`src/rtl/controle_memoria_historico_pkg.sv`:
```
// Shared types and defaults for the calculator result-history controller.
package memoria_pkg;
    typedef enum logic {AO_VIVO, HISTORICO} estado_memoria_t;

    localparam int LARGURA_PADRAO      = 8;
    localparam int PROFUNDIDADE_PADRAO = 4;
    localparam int LARGURA_OP_PADRAO   = 3;

    localparam logic [LARGURA_OP_PADRAO-1:0] OP_NULA = '0;
endpackage

```
`src/rtl/controle_memoria_historico_banco.sv`:
```
// Circular history register file: owns the write pointer and resolves
// a recall depth (0 = newest) into a physical slot.
module banco_historico
    import memoria_pkg::*;
#(
    parameter int LARGURA      = LARGURA_PADRAO,
    parameter int PROFUNDIDADE = PROFUNDIDADE_PADRAO
) (
    input  logic                            clk,
    input  logic                            rst,
    input  logic                            limpar,
    input  logic                            escrever,
    input  logic [LARGURA-1:0]              dado,
    input  logic [$clog2(PROFUNDIDADE)-1:0] indice,
    output logic [LARGURA-1:0]              dado_lido
);
    localparam int AW = $clog2(PROFUNDIDADE);

    logic [LARGURA-1:0] banco [PROFUNDIDADE];
    logic [AW-1:0]      ptr_esc;
    logic [AW:0]        soma;
    logic [AW-1:0]      endereco;

    always_ff @(posedge clk or posedge rst) begin
        if (rst) begin
            for (int unsigned i = 0; i < PROFUNDIDADE; i++) begin
                banco[i] <= '0;
            end
            ptr_esc <= '0;
        end else if (limpar) begin
            ptr_esc <= '0;
        end else if (escrever) begin
            banco[ptr_esc] <= dado;
            ptr_esc <= (ptr_esc == AW'(PROFUNDIDADE - 1)) ? '0 : ptr_esc + AW'(1);
        end
    end

    // (ptr_esc - 1 - indice) mod PROFUNDIDADE without relying on a power-of-two depth
    always_comb begin
        soma = {1'b0, ptr_esc} + (AW+1)'(PROFUNDIDADE - 1) - {1'b0, indice};
        if (soma >= (AW+1)'(PROFUNDIDADE)) begin
            soma = soma - (AW+1)'(PROFUNDIDADE);
        end
        endereco = soma[AW-1:0];
    end

    assign dado_lido = banco[endereco];
endmodule

```
`src/rtl/controle_memoria_historico.sv`:
```
// Result-memory controller: edge-qualified capture of ULA results into a
// circular history, with recall navigation, clear and full/empty status.
module controle_memoria_historico
    import memoria_pkg::*;
#(
    parameter int LARGURA      = LARGURA_PADRAO,
    parameter int PROFUNDIDADE = PROFUNDIDADE_PADRAO,
    parameter int LARGURA_OP   = LARGURA_OP_PADRAO
) (
    input  logic                              clk,
    input  logic                              rst,
    input  logic [LARGURA_OP-1:0]             operacao,
    input  logic [LARGURA-1:0]                resultado_ula,
    input  logic                              executar,
    input  logic                              recuperar,
    input  logic                              limpar,
    output logic                              carregar_memoria,
    output logic [LARGURA-1:0]                valor_memoria,
    output logic [LARGURA-1:0]                resultado_final,
    output logic                              modo_historico,
    output logic [$clog2(PROFUNDIDADE)-1:0]   indice_hist,
    output logic [$clog2(PROFUNDIDADE+1)-1:0] contagem,
    output logic                              vazio,
    output logic                              cheio
);
    localparam int AW = $clog2(PROFUNDIDADE);
    localparam int CW = $clog2(PROFUNDIDADE + 1);

    logic            executar_q;
    logic            recuperar_q;
    logic            exe_borda;
    logic            rec_borda;
    estado_memoria_t estado;
    logic [LARGURA-1:0] dado_lido;

    assign exe_borda        = executar & ~executar_q;
    assign rec_borda        = recuperar & ~recuperar_q;
    assign carregar_memoria = exe_borda & (operacao != LARGURA_OP'(OP_NULA)) & ~limpar;

    banco_historico #(
        .LARGURA     (LARGURA),
        .PROFUNDIDADE(PROFUNDIDADE)
    ) u_banco (
        .clk      (clk),
        .rst      (rst),
        .limpar   (limpar),
        .escrever (carregar_memoria),
        .dado     (resultado_ula),
        .indice   (indice_hist),
        .dado_lido(dado_lido)
    );

    // Priority: limpar > store > recall
    always_ff @(posedge clk or posedge rst) begin
        if (rst) begin
            executar_q    <= 1'b0;
            recuperar_q   <= 1'b0;
            estado        <= AO_VIVO;
            indice_hist   <= '0;
            contagem      <= '0;
            valor_memoria <= '0;
        end else begin
            executar_q  <= executar;
            recuperar_q <= recuperar;
            if (limpar) begin
                estado        <= AO_VIVO;
                indice_hist   <= '0;
                contagem      <= '0;
                valor_memoria <= '0;
            end else if (carregar_memoria) begin
                estado        <= AO_VIVO;
                indice_hist   <= '0;
                valor_memoria <= resultado_ula;
                if (contagem != CW'(PROFUNDIDADE)) begin
                    contagem <= contagem + CW'(1);
                end
            end else if (rec_borda) begin
                case (estado)
                    AO_VIVO: begin
                        if (contagem != '0) begin
                            estado      <= HISTORICO;
                            indice_hist <= '0;
                        end
                    end
                    HISTORICO: begin
                        if (CW'(indice_hist) + CW'(1) == contagem) begin
                            indice_hist <= '0;
                        end else begin
                            indice_hist <= indice_hist + AW'(1);
                        end
                    end
                    default: estado <= AO_VIVO;
                endcase
            end
        end
    end

    assign resultado_final = (estado == HISTORICO) ? dado_lido : resultado_ula;
    assign modo_historico  = (estado == HISTORICO);
    assign vazio           = (contagem == '0);
    assign cheio           = (contagem == CW'(PROFUNDIDADE));
endmodule

```
`config.mk`:
```
export PLATFORM = sky130hd
export DESIGN_NAME = controle_memoria_historico
export DESIGN_NICKNAME = d
export VERILOG_FILES = /design/src/rtl/controle_memoria_historico_pkg.sv /design/src/rtl/controle_memoria_historico_banco.sv /design/src/rtl/controle_memoria_historico.sv
export SDC_FILE = /design/constraint.sdc
export NUM_CORES = 1
export LEC_CHECK = 0
export BUFFER_PORTS_ARGS = -buffer_cell sky130_fd_sc_hd__buf_2
export CAP_MARGIN = 20
export CORE_UTILIZATION = 40
export CTS_BUF_LIST = sky130_fd_sc_hd__clkbuf_8
export DETAILED_ROUTE_END_ITERATION = 6
export PLACE_DENSITY = 0.63
export SYNTH_ARGS = -nofsm -noshare
export SYNTH_HDL_FRONTEND = slang
export SYNTH_SLANG_ARGS = --single-unit
export TNS_END_PERCENT = 30
```
`constraint.sdc`:
```
create_clock -name clk -period 2.95 [get_ports clk]
set_clock_uncertainty 0.05 [all_clocks]
set_input_delay 0.4425 -clock clk [delete_from_list [all_inputs] [get_ports clk]]
set_output_delay 0.4425 -clock clk [all_outputs]
set_load 0.05 [all_outputs]
```
==> results.json, run 1 <==
{
  "synthMuxAreaShare_pct": 27.0,
  "required_ns": 2.46,
  "viasPerCell": 5.43,
  "ys_warn_count": 0,
  "synth_nets": 207,
  "max_freq_ghz": 0.365,
  "cts_setup_buffers": 0,
  "timing.final.crit_share_pct": 92.8,
  "portBuffers": 40,
  "async_reset_ff_share_pct": 100,
  "ys_ff_latch": 50,
  "routed_wl_um": 5250,
  "cp_slowest_stage_delay_ns": 0.45,
  "cts_buffer_depth": 2,
  "slew_viol_final": 0,
  "nFillCells": 553,
  "synth_top_family_by_area": "multiplexers",
  "cp_max_fo": 6,
  "start_kind": "flip-flop",
  "core_area_mm2": 0.00603,
  "worst_pin_slew_ns": 0.789,
  "cts-resized-gates": 0,
  "postPlaceCellArea_mm2": 0.00284,
  "synth-compound-area-share_pct": 7.35,
  "synth-simple-area-share_pct": 7.64,
  "first_iter_violations": 112,
  "cp_slowest_cell": "dfrtp_1",
  "rows": 28,
  "grt_usage_pct": 17.2,
  "clk_latency_ns": 0.30,
  "post-place-cells": 295,
  "grt.overflow.total": 0,
  "ys_types": 37,
  "syn_inst": 183,
  "relSlewSlack_pct": 47.2,
  "areaGrowthSynthToFinish_pct": 14.6,
  "num_io_pins": 41,
  "synth_xor_area_share_pct": 1.91,
  "synth_edf_count": 0,
  "worst_hold_path_type": "in -> async",
  "detailed_place_hpwl_um": 3540,
  "worstSetupPathType": "reg -> out",
  "drive_gt1_share_pct": 43.4,
  "fin_util_pct": 48.6,
  "multiInputGateArea_mm2": 0.00122,
  "avgSynthCellArea_um2": 14.0,
  "setup_violations": 0,
  "clock-sinks": 50,
  "ant_nets": 0,
  "gp_congestion": 0.769,
  "cp-end-kind": "output port",
  "hold_viol_final": 0,
  "vias": 1644,
  "synthFlopType": "dfrtp_1",
  "htree_levels": 2,
  "antenna_found_initial": 0,
  "final_cell_area_mm2": 0.00293,
  "p_leak_nw": 1.49,
  "fp.dieW_um": 81.9,
  "fin_tns_setup_ns": 0,
  "ir_worst_vdd_mv": 0.291,
  "dieArea_mm2": 0.00671,
  "grt_max_degree": 39,
  "power.density_mw_per_mm2": 515,
  "rsz0062_at_grt": "no",
  "layout_min_cycle_time_ns": 2.74,
  "antenna_cells": 0,
  "die_height_um": 81.9,
  "hold_buffers": 0,
  "grt_pass1_wl_um": 8410,
  "final_nets": 251,
  "cts_root_buf": "clkbuf_8",
  "synthAdderAreaFrac_pct": 3.92,
  "syn_area_mm2": 0.00255,
  "initial_core_util_pct": 42.4,
  "grt_pass1_vias": 1684,
  "wl_per_cell_um": 17.3,
  "reg2reg_from": "executar_q",
  "yosysSeqAreaShare_pct": 49.0,
  "path_clk_slew_ns": 0.09,
  "cts_tree": "yes",
  "outcome": "completed",
  "crit_start": "indice_hist[0]",
  "max-cap-violations": 0,
  "cp.arrival_ns": 2.24,
  "stdcell_count": 303,
  "drc": 0,
  "numCtsBuffers": 5,
  "cp_cell_sequence": "inv_1 > ha_1 > xnor3_1 > buf_4 > mux2i_1 > mux2_2 > buf_2",
  "drt_first_pass_iters": 4,
  "seqCellArea_mm2": 0.00125
}
worst paths after layout:
kind	end	slack, ns	depth (start not counted)
worst min register to register	valor_memoria[1]	0.46	1
worst min-delay path	recuperar_q	0.02	2
worst max register to register	u_banco.banco[11]	0.84	3
min in group clk	executar_q	0.22	1
worst max-delay path	resultado_final[5]	0.21	7
max in group asynchronous	u_banco.banco[1]	2.06	3
stage by stage:
step	setup slack [ns]	power, mW	hold WS, ns
after detailed placement	0.544	1.11	0.354
after floorplan	0.294	1.04	0.422
final	0.213	1.51	0.0166
after CTS	0.201	1.52	0.0239
after global routing	0.0653	1.59	0.0252
after global placement	0.583	1.11	0.354
synthesized netlist by cell type (3+ instances only):
library cell | instances | share of area (%)
a22o_1 | 10 | 3.4
buf_2 | 3 | 0.59
dfrtp_1 | 50 | 49
ha_1 | 8 | 3.9
inv_1 | 8 | 1.2
mux2_2 | 39 | 17
mux2i_1 | 21 | 8.2
nor4b_4 | 4 | 3.7
cells in the final DEF (no fill, tap or decap), types with 2 or more instances in the layout:
master / instances
mux2_2: 39
ha_1: 8
inv_1: 8
buf_2: 40
nor2b_1: 2
a21boi_0: 2
o21ai_0: 2
o31ai_1: 2
nand2b_1: 2
nor2_1: 2
a22o_1: 10
nor4b_4: 4
buf_4: 5
xnor2_1: 2
mux2i_1: 21
nand4_1: 2
a311o_1: 2
clkbuf_8: 6
dfrtp_1: 50
a21oi_1: 2
sequential cells by signal (all words and copies together) (netlist names):
register / cells
u_banco.banco: 32
valor_memoria: 8
recuperar_q: 1
u_banco.ptr_esc: 2
contagem: 3
executar_q: 1
modo_historico: 1
indice_hist: 2
worst max-delay path, delay by kind of cell (launching register included):
family | cells | cell delay, ns
xor gates and xnor gates | 1 | 0.36
adders and majority gates | 1 | 0.21
buffers and inverters | 3 | 0.53
DFF | 1 | 0.45
muxes | 2 | 0.40
cells by family after synthesis:
| group | count (synthesis) |
|---|---|
| AND/OR/NAND/NOR | 19 |
| XOR/XNOR | 4 |
| AO/OA/AOI/OAI | 24 |
| adder cells (fa/ha/maj) | 8 |
| flip-flops | 50 |
| multiplexers | 62 |
| buffers and inverters | 16 |
layer usage:
layer	vias to the layer above	track usage (%)	part of all wire, %
li1	758	-	-
met1	834	23.0	49
met2	43	27.7	45
met3	9	3.56	3.8
met4	0	5.79	1.4
met5	-	0	0
report_power, final:
part | total, mW | internal, mW | switching, mW | leakage [nW]
Combinational | 0.291 | 0.130 | 0.161 | 0.780
Clock | 0.411 | 0.186 | 0.224 | 0.0524
Sequential | 0.805 | 0.762 | 0.0430 | 0.662
area by class of cell:
cell class / instances / share of cell area (%)
Sequential cell: 50 / 42.8
Clock inverter: 2 / 0.299
Timing Repair Buffer: 45 / 8.12
Multi-Input combinational cell: 117 / 41.8
Inverter: 8 / 1.03
Tap cell: 75 / 3.21
Clock buffer: 6 / 2.82
Note: power is estimated with default switching activity, not from simulation.
==> run 2, diff against run 1 <==
--- a/config.mk
+++ b/config.mk
@@ -11,6 +11,7 @@
 export CTS_BUF_LIST = sky130_fd_sc_hd__clkbuf_8
 export DETAILED_ROUTE_END_ITERATION = 6
 export PLACE_DENSITY = 0.63
+export RECOVER_POWER = 50
 export SYNTH_ARGS = -nofsm -noshare
 export SYNTH_HDL_FRONTEND = slang
 export SYNTH_SLANG_ARGS = --single-unit
==> constraint.sdc (replaced) <==
create_clock -name clk -period 3.48 [get_ports clk]
set_clock_uncertainty 0.05 [all_clocks]
set_input_delay 0.522 -clock clk [delete_from_list [all_inputs] [get_ports clk]]
set_output_delay 0.522 -clock clk [all_outputs]
set_load 0.01 [all_outputs]
==> run 2 against run 1 <==
Clock-buffer cell count unchanged. Non-clock buffer count down 1. Register-to-register slack better by 0.57 ns. Die area unchanged. Power down 18%. Highest routed layer unchanged. Cell count down 0.33%.
==> results.json, run 2 (synthesis gave the netlist of run 1 again) <==
{
  "viasPerCell": 5.35,
  "layout_min_cycle_time_ns": 2.75,
  "stdcell_count": 302,
  "num_io_pins": 41,
  "grt_pass1_wl_um": 8090,
  "path_clk_slew_ns": 0.09,
  "cp.arrival_ns": 2.18,
  "slew_viol_final": 0,
  "routed_wl_um": 5070,
  "reg2reg_depth": 3,
  "fin_tns_setup_ns": 0,
  "cp_max_fo": 8,
  "relSlewSlack_pct": 48.9,
  "crit_start": "indice_hist[0]",
  "first_iter_violations": 60,
  "r2r_end": "u_banco.banco[29]",
  "drc": 0,
  "worst_pin_slew_ns": 0.766,
  "fin_util_pct": 48.4,
  "whs_ns": 0.0947,
  "outcome": "completed",
  "max-cap-violations": 0,
  "cp-end-kind": "output port",
  "grt_pass1_vias": 1620,
  "cts_buffer_depth": 2,
  "dieArea_mm2": 0.00671,
  "cts_tree": "yes",
  "timing.final.crit_share_pct": 79.1,
  "antenna_cells": 0,
  "grt_max_degree": 51,
  "hold_buffers": 0,
  "drt_first_pass_iters": 4,
  "numCtsBuffers": 5,
  "grt.overflow.total": 0,
  "detailed_place_hpwl_um": 3330,
  "cts-resized-gates": 0,
  "rows": 28,
  "post-place-cells": 293,
  "wl_per_cell_um": 16.8,
  "gp_congestion": 0.751,
  "antenna_found_initial": 0,
  "reg2reg_slack_ns": 1.41,
  "htree_levels": 2,
  "fp.dieW_um": 81.9,
  "die_height_um": 81.9,
  "top_regs": "u_banco.banco x32, valor_memoria x8, contagem x3",
  "max_freq_ghz": 0.363,
  "power.total_mw": 1.23,
  "start_kind": "flip-flop",
  "largest_reg_flops": 32,
  "cts_root_buf": "clkbuf_8",
  "power.density_mw_per_mm2": 422,
  "final_common_cell": "dfrtp_1",
  "vias": 1615,
  "portBuffers": 40,
  "grt_usage_pct": 16.6,
  "drive_gt1_share_pct": 37.9,
  "initial_core_util_pct": 42.4,
  "clk_latency_ns": 0.30,
  "ir_worst_vdd_mv": 0.262,
  "ant_nets": 0,
  "top_register": "u_banco.banco",
  "final_cell_mix": "dfrtp_1, mux2_2, buf_2",
  "hold_viol_final": 0,
  "cts_setup_buffers": 0,
  "p_leak_nw": 1.45,
  "reg2reg_from": "executar_q",
  "required_ns": 2.91,
  "worst_hold_path_type": "in -> async",
  "nFillCells": 558,
  "areaGrowthSynthToFinish_pct": 14.3,
  "rsz0062_at_grt": "no",
  "worstSetupPathType": "reg -> out",
  "clock-sinks": 50,
  "final_nets": 250,
  "setup_violations": 0,
  "core_area_mm2": 0.00603
}
run 2: through the flow:
stage                     worst slack (ns)  cell area [um^2]
after global routing                 0.611              2920
final                                0.726              2920
after detailed placement              1.05              2820
after CTS                            0.709              2910
after floorplan                       1.12              2550
after global placement                1.11              2820
run 2: worst max path at each step:
| stage | end | slack, ns | cells past startpoint |
|---|---|---|---|
| floorplan | resultado_final[3] | 1.12 | 7 |
| global placement | resultado_final[6] | 1.11 | 7 |
| detailed placement | resultado_final[6] | 1.05 | 7 |
| CTS | resultado_final[6] | 0.71 | 7 |
| global route | resultado_final[4] | 0.61 | 7 |
| finish | resultado_final[6] | 0.73 | 7 |
run 2: where the power goes:
| part | total (mW) | internal [mW] | switching, mW |
|---|---|---|---|
| Combinational | 0.203 | 0.109 | 0.0942 |
| Sequential | 0.682 | 0.646 | 0.0360 |
| Clock | 0.346 | 0.158 | 0.188 |
run 2: area by class of cell:
cell class	count	area [um^2]	share of cell area, %
clock buffers	6	82.6	2.83
clock inverters	2	8.76	0.300
inverters	8	30.0	1.03
multi-input cells	117	1220	41.9
flip-flops and latches	50	1250	42.9
well taps	75	93.8	3.22
repair buffers	44	229	7.85
run 2: layer usage:
metal  track usage (%)  vias up  wire [um]
met5                 0        -          0
met4              5.26        0         43
met3              3.44        5        181
met2              27.9       37       2400
met1              21.4      815       2440
li1                  -      758          -
run 2: critical path, cell delays in order (launching register included):
cell	delay [ns]
dfrtp_1	0.46
inv_1	0.07
ha_1	0.20
xnor3_1	0.19
buf_4	0.20
mux4_1	0.34
mux2_4	0.27
buf_2	0.14
==> run 3, diff against run 2 <==
--- a/config.mk
+++ b/config.mk
@@ -10,7 +10,7 @@
 export CORE_UTILIZATION = 40
 export CTS_BUF_LIST = sky130_fd_sc_hd__clkbuf_8
 export DETAILED_ROUTE_END_ITERATION = 6
-export PLACE_DENSITY = 0.63
+export PLACE_DENSITY = 0.65
 export RECOVER_POWER = 50
 export SYNTH_ARGS = -nofsm -noshare
 export SYNTH_HDL_FRONTEND = slang
==> constraint.sdc (replaced) <==
create_clock -name clk -period 2.29 [get_ports clk]
set_clock_uncertainty 0.05 [all_clocks]
set_input_delay 0.3435 -clock clk [delete_from_list [all_inputs] [get_ports clk]]
set_output_delay 0.3435 -clock clk [all_outputs]
set_load 0.01 [all_outputs]
==> run 3 against run 2 <==
The flow now finishes with violations (negative setup slack). Cell area grew 5.3%. Worst hold slack improved by 0.035 ns. Sequential share of layout area fell by 2.2 points. Via count is 2.8% higher. Worst setup slack worse by 0.74 ns. Cell count is 3.6% higher. Clock-buffer cell count stayed put. Critical path depth fell by 3. Register-to-register slack lost 0.94 ns. First-iteration DRC count down 13%. Global-route usage down 0.25 points. Combinational power grew 67%. Largest power group unchanged. Highest routed layer unchanged.
==> results.json, run 3 (synthesis gave the netlist of run 1 again) <==
{
  "areaGrowthSynthToFinish_pct": 20.3,
  "drive_gt1_share_pct": 42.0,
  "p_seq_share_pct": 54.4,
  "ant_nets": 0,
  "clk_latency_ns": 0.30,
  "final_common_cell": "dfrtp_1",
  "core_area_mm2": 0.00603,
  "grt_pass1_wl_um": 8150,
  "drt_first_pass_iters": 4,
  "required_ns": 1.90,
  "worst_pin_slew_ns": 0.620,
  "power.total_mw": 1.90,
  "relSlewSlack_pct": 58.6,
  "worstSetupPathType": "reg -> out",
  "start_kind": "flip-flop",
  "internal_power_mw": 1.41,
  "switchingPower_mw": 0.489,
  "p_comb_share_pct": 17.8,
  "die_height_um": 81.9,
  "path_delay_family": "multiplexers",
  "routed_wl_um": 4970,
  "worst_hold_path_type": "in -> reg",
  "timing.final.crit_share_pct": 101,
  "gp_congestion": 0.689,
  "vias": 1661,
  "slew_viol_final": 0,
  "htree_levels": 2,
  "path_clk_slew_ns": 0.10,
  "clock-sinks": 50,
  "max-cap-violations": 0,
  "drc": 0,
  "num_io_pins": 41,
  "grt_usage_pct": 16.4,
  "cp_max_fo": 2,
  "final_nets": 261,
  "rsz0062_at_grt": "yes",
  "fin_tns_setup_ns": -0.0126,
  "switching_share_pct": 25.7,
  "violations": "negative setup slack",
  "whs_ns": 0.130,
  "detailed_place_hpwl_um": 3530,
  "first_iter_violations": 52,
  "timing.final.ws_setup_ns": -0.0126,
  "ir_worst_vdd_mv": 0.441,
  "layout_min_cycle_time_ns": 2.30,
  "portBuffers": 40,
  "nFillCells": 574,
  "grt.overflow.total": 0,
  "initial_core_util_pct": 42.4,
  "final_cell_area_mm2": 0.00307,
  "dieArea_mm2": 0.00671,
  "grt_max_degree": 19,
  "dp_worst_setup_slack_ns": 0.222,
  "cts_root_buf": "clkbuf_8",
  "largest_reg_flops": 32,
  "cp-end-kind": "output port",
  "wl_per_cell_um": 15.9,
  "antenna_cells": 0,
  "cp_slowest_stage_delay_ns": 0.49,
  "final_cell_mix": "dfrtp_1, mux2_2, buf_2",
  "hold_viol_final": 0,
  "fp.dieW_um": 81.9,
  "cp.arrival_ns": 1.91,
  "p_leak_nw": 1.53,
  "cts_tree": "yes",
  "reg2reg_slack_ns": 0.47,
  "top_register": "u_banco.banco",
  "power.density_mw_per_mm2": 619,
  "outcome": "finished, violations left",
  "postPlaceCellArea_mm2": 0.00291,
  "crit_buf_inv": 1,
  "pwr-share-clk_pct": 27.7,
  "setup_violations": 1,
  "rows": 28,
  "top_regs": "u_banco.banco x32, valor_memoria x8, contagem x3",
  "numCtsBuffers": 5,
  "viasPerCell": 5.31,
  "cp_cell_sequence": "ha_4 > mux4_2 > mux2_4 > buf_6",
  "cts_buffer_depth": 2,
  "antenna_found_initial": 0,
  "grt_pass1_vias": 1587,
  "cp_slowest_cell": "mux4_2",
  "max_freq_ghz": 0.434
}
==> run 3: layer usage <==
metal  vias to the layer above  track usage (%)  share of wire (%)
met5                         -                0                  0
met4                         0             3.68               0.50
met3                         4             2.78                3.1
met2                        38             26.9                 47
met1                       831             22.6                 49
li1                        788                -                  -
==> run 3: stage by stage <==
stage / instances / utilization [%]
after floorplan: 183 / -
after global placement: 303 / 48.3
after detailed placement: 303 / 48.3
after CTS: 313 / 50.4
after global routing: 313 / 51.0
final: 313 / 51.0
==> run 3: worst paths after layout <==
check                                    from            endpoint  cells after the start
setup reg to reg                   executar_q    u_banco.banco[9]                      4
hold / removal                       executar          executar_q                      1
hold reg to reg             u_banco.banco[31]   u_banco.banco[31]                      1
max in group asynchronous                 rst   u_banco.banco[14]                      4
setup / recovery           u_banco.ptr_esc[0]  resultado_final[6]                      4
min in group asynchronous                 rst          executar_q                      3
==> run 3: repair_timing <==
| action | in CTS | in global routing |
|---|---|---|
| endpoints found under the hold margin | 15 | 0 |
| pin swaps | 1 | 0 |
| setup buffers | 1 | 0 |
| gates resized for setup | 3 | 10 |
| hold buffers | 1 | 0 |
| endpoints found under the setup margin | 8 | 8 |
==> run 3: layout make-up <==
class / instances / area (um^2) / share of cell area [%]
inverter: 8 / 30.0 / 0.977
timing repair buffer: 55 / 364 / 11.8
tap: 75 / 93.8 / 3.05
clock inverter: 2 / 12.5 / 0.407
multi-input combinational: 117 / 1240 / 40.3
sequential: 50 / 1250 / 40.7
clock buffer: 6 / 82.6 / 2.69
==> run 3: power groups by stage <==
stage / registers [mW] / clock network (mW) / logic, mW
final: 1.04 / 0.528 / 0.339
after floorplan: 1.04 / 0 / 0.233
after detailed placement: 1.05 / 0 / 0.327
after global placement: 1.05 / 0 / 0.320
after CTS: 1.04 / 0.544 / 0.334
after global routing: 1.05 / 0.584 / 0.373
